$ cat src/rtl/crc_err_pkg.sv
// Shared types for the CRC error-response buffer: the record layout, field widths
// and scheduler state encoding.
package crc_err_pkg;

  localparam int ERR_CODE_W = 8;
  localparam int POLY_W     = 32;
  localparam int ADDR_W     = 32;
  localparam int SIZE_SEL_W = 2;
  localparam int RPT_NUM_W  = 3;
  localparam int REQ_ID_W   = 16;

  // 157-bit error record; field order is also the presentation order.
  typedef struct packed {
    logic [ERR_CODE_W-1:0] err_rsp_code;
    logic [POLY_W-1:0]     poly_lsb;
    logic [POLY_W-1:0]     poly_msb;
    logic [ADDR_W-1:0]     data_addr;
    logic [ADDR_W-1:0]     crc_addr;
    logic [SIZE_SEL_W-1:0] poly_size_sel;
    logic [RPT_NUM_W-1:0]  rpt_num;
    logic [REQ_ID_W-1:0]   req_id;
  } crc_err_rec_t;

  typedef enum logic [1:0] {
    IDLE     = 2'd0,
    LOAD     = 2'd1,
    WAIT_POP = 2'd2,
    CLR      = 2'd3
  } crc_err_sched_state_e;

endpackage

$ cat src/rtl/crc_err_fifo_mem.sv
// Record FIFO for the error-response scheduler: storage, wrapping pointers,
// occupancy count and full/empty flags derived from the registered count.
module crc_err_fifo_mem
  import crc_err_pkg::*;
#(
  parameter int DEPTH = 8
) (
  input  logic                         clk_i,
  input  logic                         rst_ni,
  input  logic                         push_i,
  input  crc_err_rec_t                 push_rec_i,
  input  logic                         pop_i,
  output crc_err_rec_t                 head_rec_o,
  output logic [$clog2(DEPTH+1)-1:0]   count_o,
  output logic                         full_o,
  output logic                         empty_o
);

  localparam int AW = $clog2(DEPTH);
  localparam int CW = $clog2(DEPTH+1);

  crc_err_rec_t  mem_q [DEPTH];
  logic [AW-1:0] wr_ptr_q, rd_ptr_q;
  logic [CW-1:0] count_q, count_d;

  // NOTE: storage has no reset; the pointers and count alone decide which entries are valid.
  always_ff @(posedge clk_i) begin
    if (push_i) begin
      mem_q[wr_ptr_q] <= push_rec_i;
    end
  end

  // NOTE: every always_comb output gets a default first so no path can infer a latch.
  always_comb begin
    count_d = count_q;
    if (push_i && !pop_i) begin
      count_d = count_q + CW'(1);
    end else if (!push_i && pop_i) begin
      count_d = count_q - CW'(1);
    end
  end

  // NOTE: sequential state is updated with non-blocking assignments only.
  always_ff @(posedge clk_i) begin
    if (!rst_ni) begin
      wr_ptr_q <= '0;
      rd_ptr_q <= '0;
      count_q  <= '0;
    end else begin
      if (push_i) wr_ptr_q <= wr_ptr_q + AW'(1);
      if (pop_i)  rd_ptr_q <= rd_ptr_q + AW'(1);
      count_q <= count_d;
    end
  end

  assign head_rec_o = mem_q[rd_ptr_q];
  assign count_o    = count_q;
  assign full_o     = (count_q == CW'(DEPTH));
  assign empty_o    = (count_q == '0);

endmodule

$ cat src/rtl/crc_err_rsp_sched.sv
// Error-response scheduler: buffers records from the CRC datapath and presents the
// oldest one to the register block, waiting for a firmware POP before the next.
module crc_err_rsp_sched
  import crc_err_pkg::*;
#(
  parameter int DEPTH = 8
) (
  input  logic                         i_sys_clk,
  input  logic                         i_sys_arstn,
  input  logic                         i_push_valid,
  output logic                         o_push_ready,
  input  logic [ERR_CODE_W-1:0]        i_push_err_rsp_code,
  input  logic [POLY_W-1:0]            i_push_poly_lsb,
  input  logic [POLY_W-1:0]            i_push_poly_msb,
  input  logic [ADDR_W-1:0]            i_push_data_addr,
  input  logic [ADDR_W-1:0]            i_push_crc_addr,
  input  logic [SIZE_SEL_W-1:0]        i_push_poly_size_sel,
  input  logic [RPT_NUM_W-1:0]         i_push_rpt_num,
  input  logic [REQ_ID_W-1:0]          i_push_req_id,
  output logic [ERR_CODE_W-1:0]        o_crc_err_fifo_pop_err_rsp_code_next,
  output logic [POLY_W-1:0]            o_crc_err_fifo_data0_poly_lsb_next,
  output logic [POLY_W-1:0]            o_crc_err_fifo_data1_poly_msb_next,
  output logic [ADDR_W-1:0]            o_crc_err_fifo_data2_data_addr_next,
  output logic [ADDR_W-1:0]            o_crc_err_fifo_data3_crc_addr_next,
  output logic [SIZE_SEL_W-1:0]        o_crc_err_fifo_data4_poly_size_sel_next,
  output logic [RPT_NUM_W-1:0]         o_crc_err_fifo_data4_rpt_num_next,
  output logic [REQ_ID_W-1:0]          o_crc_err_fifo_data4_crc_req_id_next,
  output logic                         o_crc_err_fifo_pop_valid_wr_enable,
  input  logic                         i_crc_err_fifo_pop_pop,
  output logic                         o_err_fifo_pop_clr,
  output logic                         o_crc_err_rsp_full_int_lvl,
  output logic [$clog2(DEPTH+1)-1:0]   o_count
);

  crc_err_sched_state_e state_q, state_d;
  crc_err_rec_t         push_rec, head_rec, pres_q;
  logic                 pop_q, pop_rise, push_fire, load;
  logic                 fifo_full, fifo_empty;

  assign push_rec = '{err_rsp_code:  i_push_err_rsp_code,
                      poly_lsb:      i_push_poly_lsb,
                      poly_msb:      i_push_poly_msb,
                      data_addr:     i_push_data_addr,
                      crc_addr:      i_push_crc_addr,
                      poly_size_sel: i_push_poly_size_sel,
                      rpt_num:       i_push_rpt_num,
                      req_id:        i_push_req_id};

  assign push_fire = i_push_valid & ~fifo_full;
  assign load      = (state_q == IDLE) & ~fifo_empty;
  // Edges seen outside WAIT_POP are consumed by pop_q and never pop a record.
  assign pop_rise  = i_crc_err_fifo_pop_pop & ~pop_q;

  crc_err_fifo_mem #(.DEPTH(DEPTH)) u_fifo (
    .clk_i      (i_sys_clk),
    .rst_ni     (i_sys_arstn),
    .push_i     (push_fire),
    .push_rec_i (push_rec),
    .pop_i      (load),
    .head_rec_o (head_rec),
    .count_o    (o_count),
    .full_o     (fifo_full),
    .empty_o    (fifo_empty)
  );

  always_comb begin
    state_d = state_q;
    case (state_q)
      IDLE:     if (!fifo_empty) state_d = LOAD;
      LOAD:     state_d = WAIT_POP;
      WAIT_POP: if (pop_rise) state_d = CLR;
      CLR:      state_d = IDLE;
      default:  state_d = IDLE;
    endcase
  end

  always_ff @(posedge i_sys_clk) begin
    if (!i_sys_arstn) begin
      state_q <= IDLE;
      pop_q   <= 1'b0;
      pres_q  <= '0;
    end else begin
      state_q <= state_d;
      pop_q   <= i_crc_err_fifo_pop_pop;
      if (load) pres_q <= head_rec;
    end
  end

  assign o_push_ready                       = ~fifo_full;
  assign o_crc_err_rsp_full_int_lvl         = fifo_full;
  assign o_crc_err_fifo_pop_valid_wr_enable = (state_q == LOAD);
  assign o_err_fifo_pop_clr                 = (state_q == CLR);

  assign o_crc_err_fifo_pop_err_rsp_code_next    = pres_q.err_rsp_code;
  assign o_crc_err_fifo_data0_poly_lsb_next      = pres_q.poly_lsb;
  assign o_crc_err_fifo_data1_poly_msb_next      = pres_q.poly_msb;
  assign o_crc_err_fifo_data2_data_addr_next     = pres_q.data_addr;
  assign o_crc_err_fifo_data3_crc_addr_next      = pres_q.crc_addr;
  assign o_crc_err_fifo_data4_poly_size_sel_next = pres_q.poly_size_sel;
  assign o_crc_err_fifo_data4_rpt_num_next       = pres_q.rpt_num;
  assign o_crc_err_fifo_data4_crc_req_id_next    = pres_q.req_id;

endmodule

$ cat config.mk
export PLATFORM = sky130hd
export DESIGN_NAME = crc_err_rsp_sched
export DESIGN_NICKNAME = d
export VERILOG_FILES = /design/src/rtl/crc_err_pkg.sv /design/src/rtl/crc_err_fifo_mem.sv /design/src/rtl/crc_err_rsp_sched.sv
export SDC_FILE = /design/constraint.sdc
export NUM_CORES = 2
export LEC_CHECK = 0
export ABC_AREA = 0
export CAP_MARGIN = 10
export CORE_ASPECT_RATIO = 1.5
export CORE_MARGIN = 2
export CORE_UTILIZATION = 35
export CTS_BUF_LIST = sky130_fd_sc_hd__clkbuf_8
export DETAILED_ROUTE_END_ITERATION = 10
export PLACE_DENSITY = 0.61
export SLEW_MARGIN = 5
export SYNTH_ARGS = -nofsm -noshare
export SYNTH_HDL_FRONTEND = slang
export SYNTH_SLANG_ARGS = --single-unit
$ cat constraint.sdc
create_clock -name i_sys_clk -period 20.1 [get_ports i_sys_clk]
set_clock_uncertainty 0.2 [all_clocks]
set_input_delay 4.02 -clock i_sys_clk [delete_from_list [all_inputs] [get_ports i_sys_clk]]
set_output_delay 4.02 -clock i_sys_clk [all_outputs]
set_load 0.02 [all_outputs]
==> summary.txt <==
Power
  – Clock Power Share: between 20 and 30%
  – Sw frac: 29.1%
  – VDD IR-drop max: 0.128 mV
  – Total leakage power: 19.4 nW
  – Final Total Pwr: 7.73 mW
  – Pint: 5.48 mW
  – Switching power: 2.25 mW
  – Combinational power share: 23.6%
  – Pwr Density: between 100 and 150 mW/mm2
  – Sequential fraction of design power: 46.8%

Floorplan
  – Die X-Extent: between 300 and 400 um
  – Std cell rows: 173
  – Core area: 0.148 mm2
  – Initial Util: around a third
  – Die height: 476 um
  – I/O Pins: between 300 and 400
  – Die ar.: 0.152 mm2

Timing
  – Crit path time final: 6.93 ns
  – Final period utilization: 34.5%
  – Setup Viol. Count Final: 0
  – Final Hold Viols: 0
  – F_max: 0.144 GHz
  – Setup TNS: 0 ns
  – Worst Tran Pin Value: 1.11 ns
  – Setup ws final: 13.17 ns
  – Worst Hold Slack: 0.311 ns
  – Fin. max-slew vios: 0
  – Slew HR: 26.3%
  – RSZ-0062 raised after global routing: no

Placed design
  – Setup WS pre-CTS: 12.86 ns
  – PortBufs: 325
  – Routability congestion estimate from global placement: 0.694
  – Post-DP HPWL: just under 60 mm

Worst hold path
  – Hold Crit Class: reg -> reg

Setup path
  – CP Data Required Time: 15.88 ns
  – Flop-to-flop setup slack: 15.62 ns
  – Critical Path End Type: primary output
  – Crit path kind: reg -> out
  – Element type at the critical path start: flop
  – Arr. time, crit path: roughly 2.7 ns
  – CP max FO: 7

Clock tree
  – Worst-Skew Late Latency: approximately 0.93 ns
  – H-Tree Depth: 4
  – Cts repair resizes: 0
  – CTS tree: built
  – Clock Sink Count: 1426
  – CTS Hold Bufs: 0
  – Longest Clk Path Bufs: 3
  – CTS Buf Count: 207
  – CTS clk-pin slew, worst paths: ~0.060 ns
  – Post-CTS Setup Bufs: 0
  – CTS Root Buffer Type: clkbuf_8

Routing
  – Drt pass-1 iters: 5
  – Vias/cell: approximately 5
  – DRC: 0
  – Via count: 25100
  – Detailed Route WL: 117 mm
  – Wirelength per Cell: 23.5 um
  – Antenna Nets Post-Route: 0
  – Drt first-iter violations: 1721

Global route
  – GRT Resource Usage Total: 15.3%
  – Largest net degree at the start of global routing: 114
  – Number of global-route vias before repair: 27000
  – GRT overflow: 0
  – First-pass GRT wire length: around 170 mm
  – Initial antenna violation count: 19

Final layout
  – Area of the multi-input gates: 0.0100 mm2
  – Final-layout fill cell count: 13000
  – Synth-to-Final Area Change: 18.0%
  – Final nets: 3024
  – Register Area: 0.0411 mm2
  – Share of cells above drive strength 1: 21.4%

Logic synthesis
  – Share of the yosys chip area belonging to registers: 79.1%
  – Synth cell types: 35
  – Main flop type after synthesis: edfxtp_1
  – Flops & latches, synth: approximately 1400
  – Largest area contributor in the netlist: edfxtp_1
  – Yosys warning total: 0
  – Share of the synthesized area in the top cell type: 72.6%
  – Post-Syn Area: 0.0520 mm2
  – Top cells by instance count after synthesis: edfxtp_1 (1256), mux4_2 (314), dfxtp_1 (170)
  – Cells after synthesis: 2426
  – Mean area per synthesized cell: between 20 and 25 um2
  – Top post-synthesis cells by area: edfxtp_1 (73%), mux4_2 (14%), dfxtp_1 (6.5%), o22ai_1 (1.9%), o21ai_0 (1.5%)
  – Post-synth EDFFs: 1256
  – Most numerous cell in the Yosys netlist: edfxtp_1
  – Post-Syn Nets: 2597
  – Async S/R FF share, synth: 0%

Outcome
  – Status: finished clean

Job
  – Max-Cap Viols: 0
## state kept, by name, indices dropped and copies added, names as in the netlist, 2 cells and up
name / flops
o_crc_err_fifo_data4_poly_size_sel_next: 2
o_crc_err_fifo_data3_crc_addr_next: 32
o_crc_err_fifo_pop_err_rsp_code_next: 8
state_q: 2
o_crc_err_fifo_data0_poly_lsb_next: 32
u_fifo.mem_q: 1256
o_crc_err_fifo_data1_poly_msb_next: 32
o_crc_err_fifo_data2_data_addr_next: 32
o_crc_err_fifo_data4_rpt_num_next: 3
o_crc_err_fifo_data4_crc_req_id_next: 16
u_fifo.count_o: 4
u_fifo.rd_ptr_q: 3
u_fifo.wr_ptr_q: 3
## per-stage QoR
step           utilization (%)  instances  area [um2]
2_1_floorplan                -       2426       52000
3_3_place_gp              38.7       4569       57200
3_5_place_dp              38.7       4569       57200
4_1_cts                   41.5       4956       61400
5_1_grt                   41.5       4958       61400
6_report                  41.5       4961       61400
## metal layers
layer | share of wire (%) | vias up | global-route usage [%]
met5 | 0.14 | - | 0
met4 | 2.4 | 30 | 5.55
met3 | 5.3 | 207 | 3.35
met2 | 50 | 682 | 26.2
met1 | 42 | 13300 | 19.2
li1 | - | 10900 | -
## path summary, 6_finish.rpt
| kind | from | to | cells after the start |
|---|---|---|---|
| max reg2reg | u_fifo.rd_ptr_q[0]$_SDFFE_PN0P_ | o_crc_err_fifo_data0_poly_lsb_next[3]$_SDFFE_PN0P_ | 6 |
| min reg2reg | o_crc_err_fifo_data1_poly_msb_next[7]$_SDFFE_PN0P_ | o_crc_err_fifo_data1_poly_msb_next[7]$_SDFFE_PN0P_ | 2 |
| min | o_crc_err_fifo_data1_poly_msb_next[7]$_SDFFE_PN0P_ | o_crc_err_fifo_data1_poly_msb_next[7]$_SDFFE_PN0P_ | 2 |
| max | u_fifo.count_o[0]$_SDFFE_PN0P_ | o_crc_err_rsp_full_int_lvl | 3 |
## cells by family (layout without fill, tap and decap cells)
group / after synthesis / count (layout) / share of synthesized area, %
AOI/OAI and AO/OA: 323 / 323 / 3.53
xor gates and xnor gates: 6 / 6 / 0.101
adders and majority gates: 10 / 10 / 0.255
buffers and inverters: 149 / 754 / 1.79
DFF: 1426 / 1426 / 79.1
muxes: 317 / 317 / 13.7
other: 0 / 5 / 0
and+or+nand+nor: 195 / 195 / 1.55
## power by group through the flow
stage	Clock (mW)	Combinational [mW]	Sequential [mW]
floorplan	0	1.12	3.80
global placement	0	1.86	3.67
detailed placement	0	1.87	3.68
CTS	2.37	1.88	3.62
global route	2.48	1.98	3.64
finish	2.30	1.82	3.61
## worst max-delay path, stage by stage (launching register included)
cell	delay [ns]
dfxtp_1	0.39
or4b_1	0.69
inv_1	0.09
clkdlybuf4s50_1	0.60
## layout make-up
type                       instances  area share, %
inverter                           6         0.0367
clock inverter                   158           1.62
clock buffer                     229           5.14
antenna                            5         0.0204
tap                             1925           3.93
sequential                      1426           67.0
timing repair buffer             361           5.95
multi-input combinational        851           16.3
## placed cells by master, fill, tap and decap left out, types with 2 or more instances in the layout
cell type	Yosys	final
edfxtp_1	1256	1256
clkdlybuf4s50_1	0	324
mux4_2	314	314
clkbuf_8	0	229
dfxtp_1	170	168
o21ai_0	158	158
nor2_1	161	158
o22ai_1	157	157
inv_1	6	81
clkinv_1	0	30
clkinv_2	0	29
buf_4	29	26
bufinv_16	0	11
buf_12	0	10
ha_1	9	9
nand2_1	7	7
xnor2_1	6	6
and2_1	6	6
clkinvlp_4	0	6
diode_2	0	5
nand3_1	4	4
nor3_2	0	4
nand2b_1	4	4
inv_8	0	4
nor2_4	0	3
mux2i_1	3	3
nor2b_1	3	3
a21boi_0	2	2
inv_6	0	2
dfxtp_4	0	2
(Power assumes the default switching activity.)
